[config.mk]
export PLATFORM = sky130hd
export DESIGN_NAME = instr_encoder
export DESIGN_NICKNAME = d
export VERILOG_FILES = /design/src/rtl/mips_pkg.sv /design/src/rtl/instr_encode_word.sv /design/src/rtl/instr_encoder.sv
export SDC_FILE = /design/constraint.sdc
export NUM_CORES = 1
export LEC_CHECK = 0
export CAP_MARGIN = 20
export CORE_MARGIN = 10
export CORE_UTILIZATION = 35
export DETAILED_ROUTE_END_ITERATION = 10
export PLACE_DENSITY = 0.68
export SYNTH_ARGS = -nofsm -noshare
export SYNTH_HDL_FRONTEND = slang
export SYNTH_SLANG_ARGS = --single-unit
export TNS_END_PERCENT = 30
[constraint.sdc]
create_clock -name clk -period 1.7 [get_ports clk]
set_clock_uncertainty 0.1 [all_clocks]
set_input_delay 0.34 -clock clk [delete_from_list [all_inputs] [get_ports clk]]
set_output_delay 0.34 -clock clk [all_outputs]
set_load 0.02 [all_outputs]
[src/rtl/mips_pkg.sv]
// Shared MIPS encoding constants for the opcode/funct decoder and the program loader.
package mips_pkg;

  localparam logic [5:0] OP_RTYPE = 6'h00;
  localparam logic [5:0] OP_LW    = 6'h23;
  localparam logic [5:0] OP_SW    = 6'h2B;
  localparam logic [5:0] OP_ADDI  = 6'h08;

  localparam logic [5:0] F_ADD = 6'h20;
  localparam logic [5:0] F_SUB = 6'h22;
  localparam logic [5:0] F_AND = 6'h24;
  localparam logic [5:0] F_OR  = 6'h25;
  localparam logic [5:0] F_SLT = 6'h2A;

  localparam logic [2:0] K_ADD  = 3'd0;
  localparam logic [2:0] K_SUB  = 3'd1;
  localparam logic [2:0] K_AND  = 3'd2;
  localparam logic [2:0] K_OR   = 3'd3;
  localparam logic [2:0] K_SLT  = 3'd4;
  localparam logic [2:0] K_LW   = 3'd5;
  localparam logic [2:0] K_SW   = 3'd6;
  localparam logic [2:0] K_ADDI = 3'd7;

  typedef enum logic [1:0] {
    S_IDLE  = 2'd0,
    S_LOAD  = 2'd1,
    S_WRITE = 2'd2,
    S_DONE  = 2'd3
  } state_t;

endpackage

[src/rtl/instr_encode_word.sv]
// Combinational map from a symbolic request to a 32-bit MIPS word (shamt always 0).
module instr_encode_word
  import mips_pkg::*;
(
  input  logic [2:0]  kind,
  input  logic [4:0]  rs,
  input  logic [4:0]  rt,
  input  logic [4:0]  rd,
  input  logic [15:0] imm,
  output logic [31:0] word
);

  always_comb begin
    word = '0;
    case (kind)
      K_ADD:   word = {OP_RTYPE, rs, rt, rd, 5'h0, F_ADD};
      K_SUB:   word = {OP_RTYPE, rs, rt, rd, 5'h0, F_SUB};
      K_AND:   word = {OP_RTYPE, rs, rt, rd, 5'h0, F_AND};
      K_OR:    word = {OP_RTYPE, rs, rt, rd, 5'h0, F_OR};
      K_SLT:   word = {OP_RTYPE, rs, rt, rd, 5'h0, F_SLT};
      K_LW:    word = {OP_LW,   rs, rt, imm};
      K_SW:    word = {OP_SW,   rs, rt, imm};
      K_ADDI:  word = {OP_ADDI, rs, rt, imm};
      default: word = '0;
    endcase
  end

endmodule

[src/rtl/instr_encoder.sv]
// Program loader: encodes symbolic requests and writes them to instruction memory from address 0.
module instr_encoder
  import mips_pkg::*;
#(
  parameter int ADDR_W = 6
) (
  input  logic              clk,
  input  logic              rst_n,
  input  logic              start,
  input  logic              req_valid,
  output logic              req_ready,
  input  logic [2:0]        req_kind,
  input  logic [4:0]        req_rs,
  input  logic [4:0]        req_rt,
  input  logic [4:0]        req_rd,
  input  logic [15:0]       req_imm,
  input  logic              req_last,
  output logic              imem_we,
  output logic [ADDR_W-1:0] imem_addr,
  output logic [31:0]       imem_wd,
  output logic [ADDR_W:0]   count,
  output logic              full,
  output logic              done
);

  state_t      state_q, state_d;
  logic        last_q;
  logic        xfer;
  logic [31:0] enc_word;

  instr_encode_word u_enc (
    .kind (req_kind),
    .rs   (req_rs),
    .rt   (req_rt),
    .rd   (req_rd),
    .imm  (req_imm),
    .word (enc_word)
  );

  // count never exceeds 2^ADDR_W, so its MSB alone marks full
  assign full = count[ADDR_W];
  assign xfer = req_valid && req_ready;

  always_ff @(posedge clk or negedge rst_n) begin
    if (!rst_n) state_q <= S_IDLE;
    else        state_q <= state_d;
  end

  // start outranks everything: it squashes a pending write and refuses a same-cycle request
  always_comb begin
    state_d   = state_q;
    req_ready = 1'b0;
    imem_we   = 1'b0;
    done      = 1'b0;
    case (state_q)
      S_IDLE: ;
      S_LOAD: begin
        req_ready = !full && !start;
        if (xfer) state_d = S_WRITE;
      end
      S_WRITE: begin
        imem_we = !start;
        state_d = last_q ? S_DONE : S_LOAD;
      end
      S_DONE: done = 1'b1;
      default: state_d = S_IDLE;
    endcase
    if (start) state_d = S_LOAD;
  end

  always_ff @(posedge clk or negedge rst_n) begin
    if (!rst_n) begin
      count     <= '0;
      imem_addr <= '0;
      imem_wd   <= '0;
      last_q    <= 1'b0;
    end else if (start) begin
      count     <= '0;
      imem_addr <= '0;
    end else if (xfer) begin
      imem_wd <= enc_word;
      last_q  <= req_last;
    end else if (state_q == S_WRITE) begin
      count     <= count + 1'b1;
      imem_addr <= imem_addr + 1'b1;
    end
  end

endmodule
# Word level (Yosys, flattened, before mapping)
# Index checks and enable logic that the tools add are counted.
dict set report classes {
  n_addsub 2
  eq_ne 12
  muxes 14
  bitwise 1
  reduce_logical 10
}
# op n
set ops {}
lappend ops {{32-bit case mux with 8 select lines} 1}
lappend ops {{7-bit two-way mux} 3}
lappend ops {{6-bit two-way mux} 3}
lappend ops {{3-bit == test, second input constant} 4}
lappend ops {{7-bit by 1-bit adder with 7-bit output, second input constant} 1}
lappend ops {{6-bit by 1-bit adder with 6-bit output, second input constant} 1}
lappend ops {{3-bit by 2-bit == test with 1-bit output, second input constant} 2}
lappend ops {{2-bit two-way mux} 3}
lappend ops {{2-bit AND reduction} 3}
lappend ops {{2-bit == test, second input constant} 2}
lappend ops {{2-bit case mux with 2 select lines} 1}
lappend ops {{3-bit by 1-bit == test with 1-bit output, second input constant} 1}
lappend ops {{3-bit zero test} 1}
lappend ops {{1-bit two-way mux} 3}
lappend ops {{3-bit != test, second input constant} 1}
lappend ops {{3-bit nonzero test} 1}
lappend ops {{2-bit by 1-bit == test with 1-bit output, second input constant} 1}
lappend ops {{1-bit logical AND} 2}
lappend ops {{1-bit zero test} 2}
lappend ops {{2-bit != test, second input constant} 1}
lappend ops {{2-bit nonzero test} 1}
lappend ops {{1-bit inverter} 1}
dict set report word_totals {
  ff_bits 48
  input_bits 39
  output_inout_bits 49
  elab_cells 44
}

# Logic depth before layout (Yosys ltp)
dict set report logic_depth {
  depth_word 7
  ltp_mapped 7
  ltp_nobuf 4
}

# Modules after synthesis
# From an unflattened synthesis, not the netlist that was laid out.
dict set report unflattened {
  hier_cells 184
  area_unflattened_um2 2412.3
}
# module n_inst cells_per_inst area_each_um2
set modules_own_cells {}
lappend modules_own_cells {instr_encoder 1 140 2073.2}
lappend modules_own_cells {instr_encode_word 1 44 339.1}

# Worst setup path before layout
# No wires, ideal clock.
dict set report synth_path {
  path_kind {register to register}
  from {register count[6]}
  to {register imem_wd[16]}
  t_arrival_ps 1511
  required_ps 1475
  slack_ps -37
  stages_incl_launch_ff 5
  period_less_slack_ps 1737
  path_cell_list {dfrtp_1 -> nor4b_4 -> nand2_2 -> buf_6 -> mux2_4}
}
dict set report synth_between {
  elab_chain_len 5
}
# element line
set synth_rtl {}
lappend synth_rtl {{start: declaration} instr_encoder.sv:21} ;# output logic [ADDR_W:0] count,
lappend synth_rtl {{start signal: assignment} instr_encoder.sv:84} ;# count <= count + 1'b1;
lappend synth_rtl {{1-bit zero test} instr_encoder.sv:58} ;# req_ready = !full && !start;
lappend synth_rtl {{1-bit logical AND} instr_encoder.sv:58}
lappend synth_rtl {{1-bit two-way mux} instr_encoder.sv:55} ;# case (state_q)
lappend synth_rtl {{via req_ready} instr_encoder.sv:11} ;# output logic req_ready,
lappend synth_rtl {{1-bit logical AND} instr_encoder.sv:42} ;# assign xfer = req_valid && req_ready;
lappend synth_rtl {{2-bit AND reduction (no line)} -}
lappend synth_rtl {{end signal: assignment} instr_encoder.sv:81} ;# imem_wd <= enc_word;
lappend synth_rtl {{end: declaration} instr_encoder.sv:20} ;# output logic [31:0] imem_wd,
# The timed path passes the listed nets, and every way through them passes these cells.
# A chain may end at the register's enable or synchronous reset.

# Worst setup path in the final report
dict set report layout_path {
  from {register count[6]}
  to {output req_ready}
}
dict set report layout_between {
  elab_chain_len 3
}
# element line
set layout_rtl {}
lappend layout_rtl {{1-bit zero test} instr_encoder.sv:58}
lappend layout_rtl {{1-bit logical AND} instr_encoder.sv:58}
lappend layout_rtl {{1-bit two-way mux} instr_encoder.sv:55}
lappend layout_rtl {{end: declaration} instr_encoder.sv:11}
# Every way passes these cells.

==> flow_summary.rst <==
.. list-table::
   :header-rows: 1

   * - Metric
     - Value
   * - F_max
     - 0.586 GHz
   * - Number of placed I/O pins
     - 88
   * - Clock tree from TritonCTS
     - built
   * - Post-route worst setup slack
     - -6.22 ps
   * - RSZ-0062 raised after global routing
     - yes
   * - Later-pin clock latency in the skew report
     - 280 ps
   * - Largest cells by area after synthesis
     - sky130_fd_sc_hd__dfrtp_1, sky130_fd_sc_hd__mux2_4, sky130_fd_sc_hd__nand2_1
   * - Overall Power
     - 2.92 mW
   * - Synth-to-Final Area Change
     - 53.9%
   * - Top-area cell type share of the netlist area
     - 54.0%
   * - HPWL Detailed
     - 4070 microns
   * - Worst setup path class
     - reg -> out
   * - Yosys top cell by area
     - sky130_fd_sc_hd__dfrtp_1
   * - Post-synth EDFFs
     - 0
   * - Total met3 wirelength after detailed routing
     - 453 microns
   * - Portion of the clock cycle consumed by the worst path in the final layout
     - 100%
   * - Number of warning messages in the yosys log
     - 0
   * - Total count of max-transition violations in the final report
     - 0
   * - Sequential area share after synthesis
     - 54.0%
   * - Leakage dissipation
     - 1.63 nW
   * - Overall die area
     - 0.00929 sq mm
   * - Maximum VDD drop
     - 588 uV
   * - Most frequently used flop master after synthesis
     - sky130_fd_sc_hd__dfrtp_1
   * - Largest fanout on the critical path
     - 3
   * - Post-synthesis instance area
     - 0.00204 sq mm
   * - Violations in the final reports
     - negative setup slack
   * - Arrival time at the worst endpoint
     - 1270 ps
   * - Vertical die dimension
     - 96.4 microns
   * - Clock-pin transition on the worst setup and hold timing paths
     - 80 ps
   * - Most used standard cell by instance count after synthesis
     - sky130_fd_sc_hd__dfrtp_1
   * - Top cells by instance count after synthesis
     - sky130_fd_sc_hd__dfrtp_1, sky130_fd_sc_hd__nand2_1, sky130_fd_sc_hd__nor2_1
   * - Uppermost metal layer occupied by signal nets
     - met4
   * - Diodes inserted
     - 0
   * - Data required time of the critical path
     - 1260 ps
   * - Kind of launch point of the worst setup path
     - register
   * - Number of global-route vias before repair
     - 1729
   * - Maximum clock path buffer count
     - 2
   * - Element type at the critical path end
     - output pin
   * - Power per standard cell area
     - 931 mW/mm^2
   * - Min Clock Period, post-route
     - 1710 ps
   * - Residual DRC
     - 0
   * - Share of final-layout standard cells stronger than drive strength 1
     - 16.7%
   * - Count of input and output buffers
     - 85
   * - Number of distinct library cell variants in the gate-level netlist after synthesis
     - 30
   * - Initial antenna violation count
     - 0
   * - Last weighted congestion value of the routability-driven placer
     - 0.740
   * - Hold Violations, Final
     - 0
   * - Die X
     - 96.4 microns
   * - Routed vias/inst
     - 4.56
   * - Largest net degree at the start of global routing
     - 28
   * - Met1 wire length
     - 2260 microns
   * - Final setup viols
     - 1
   * - TritonCTS sink count
     - 44
   * - Met2 routed WL
     - 2500 microns
   * - Post-Route Hold Slack
     - 376 ps
   * - Average detailed-routed wire length per instance
     - 14.6 microns
   * - Placeable Area
     - 0.00557 sq mm
   * - Post-route antenna net violation count
     - 0
   * - First-pass GRT wire length
     - 8430 microns
   * - GRT Overall Usage
     - 11.4%
   * - Run status
     - finished, violations left
   * - Worst hold-check path type
     - reg -> reg
   * - Root cell of the clock tree
     - sky130_fd_sc_hd__clkbuf_8
   * - GRT Residual Overflow
     - 0
   * - Fraction of registers with async set/reset
     - 100%
   * - Register bit total from synthesis
     - 44
   * - Number of cell rows
     - 27
   * - Number of DRC markers after the initial detailed-route iteration
     - 64
   * - Overall routed net length
     - 5250 microns
   * - Vias
     - 1636
   * - Clock H-tree levels
     - 2
   * - Number of max-cap violations
     - 0
   * - Number of buffers inserted during clock tree synthesis
     - 5
   * - # nets final
     - 327
   * - Gate count of the mapped netlist
     - 187
   * - Synth Area per Inst
     - 10.9 sq um
   * - Initial cell density of the core
     - 36.6%
   * - Length of the first detailed-routing pass in iterations
     - 3
-- worst paths after layout --
check,cells past startpoint,slack [ps],startpoint,endpoint
min in group asynchronous,2,450,rst_n,last_q$_DFFE_PN0P_
worst max register to register,6,90,state_q[1]$_DFFE_PN0P_,count[3]$_DFFE_PN0P_
worst max-delay path,2,-6,count[6]$_DFFE_PN0P_,req_ready
worst min-delay path,2,380,imem_wd[3]$_DFFE_PN0P_,imem_wd[3]$_DFFE_PN0P_
worst min register to register,2,380,imem_wd[3]$_DFFE_PN0P_,imem_wd[3]$_DFFE_PN0P_
max in group asynchronous,3,550,rst_n,imem_wd[3]$_DFFE_PN0P_
-- routing by layer --
layer | GRT usage (%) | up-vias
met5 | 0 | -
met2 | 18.0 | 49
met4 | 2.91 | 0
li1 | - | 820
met1 | 14.2 | 765
met3 | 4.75 | 2
-- flip-flops by register name (all words and copies together), names as in the netlist --
register,cells
imem_wd,28
imem_addr,6
state_q,2
last_q,1
count,7
-- cells in the final DEF (no fill, tap or decap), types with 4 or more instances in the layout --
cell / synthesis / layout
sky130_fd_sc_hd__a21oi_1: 8 / 8
sky130_fd_sc_hd__buf_4: 5 / 18
sky130_fd_sc_hd__clkbuf_8: 0 / 6
sky130_fd_sc_hd__clkdlybuf4s50_1: 0 / 36
sky130_fd_sc_hd__dfrtp_1: 44 / 43
sky130_fd_sc_hd__dlygate4sd2_1: 0 / 41
sky130_fd_sc_hd__dlymetal6s2s_1: 0 / 4
sky130_fd_sc_hd__mux2_4: 11 / 11
sky130_fd_sc_hd__mux2i_1: 5 / 5
sky130_fd_sc_hd__nand2_1: 34 / 34
sky130_fd_sc_hd__nor2_1: 14 / 14
sky130_fd_sc_hd__o21ai_0: 10 / 10
sky130_fd_sc_hd__o21ai_1: 11 / 11
sky130_fd_sc_hd__xor2_1: 8 / 8
-- layout make-up --
class	count	area, sq um
multi-input cells	128	826
well taps	72	90.1
repair buffers	107	1000
fillers	523	2430
clock inverters	2	38.8
clock buffers	6	82.6
flip-flops and latches	44	1100
-- cells by family after synthesis --
logic type / count (synthesis) / share of synthesized area, %
compound gates: 33 / 8.77
flops: 44 / 54.0
mux: 17 / 11.1
xor+xnor: 11 / 4.72
fa+ha+maj: 2 / 1.23
other cells: 1 / 0.184
buf+inv: 16 / 5.76
simple gates: 63 / 14.3
-- power by group --
group	switching [mW]	internal, mW	total, mW
Sequential	0.0752	1.19	1.26
Clock	0.351	0.481	0.831
Combinational	0.421	0.406	0.827
-- critical path: stages, from the launching register on --
cell and delay (ps):
sky130_fd_sc_hd__dfrtp_2 430, sky130_fd_sc_hd__nor4b_4 340, sky130_fd_sc_hd__buf_4 210
-- through the flow --
| stage | instances | TNS [ps] | setup slack, ps | instance area [sq um] | utilization [%] |
|---|---|---|---|---|---|
| after global placement | 348 | -8540 | -563 | 3040 | 54.6 |
| after floorplan | 188 | -213 | -24.4 | 2050 | - |
| after detailed placement | 348 | -9580 | -582 | 3040 | 54.6 |
| final | 359 | -6.22 | -6.22 | 3140 | 56.3 |
| after CTS | 359 | -28.5 | -28.5 | 3140 | 56.3 |
| after global routing | 359 | -59.1 | -59.1 | 3140 | 56.3 |
-- what timing repair did --
| item | in CTS | in global routing |
|---|---|---|
| buffers inserted | 2 | 0 |
| pin swaps | 1 | 1 |
| resized for setup | 54 | 5 |
| setup endpoints to repair | 44 | 6 |
| endpoints found under the hold margin | 18 | 0 |
| hold buffers | 1 | 0 |
Note: power is estimated with default switching activity, not from simulation.
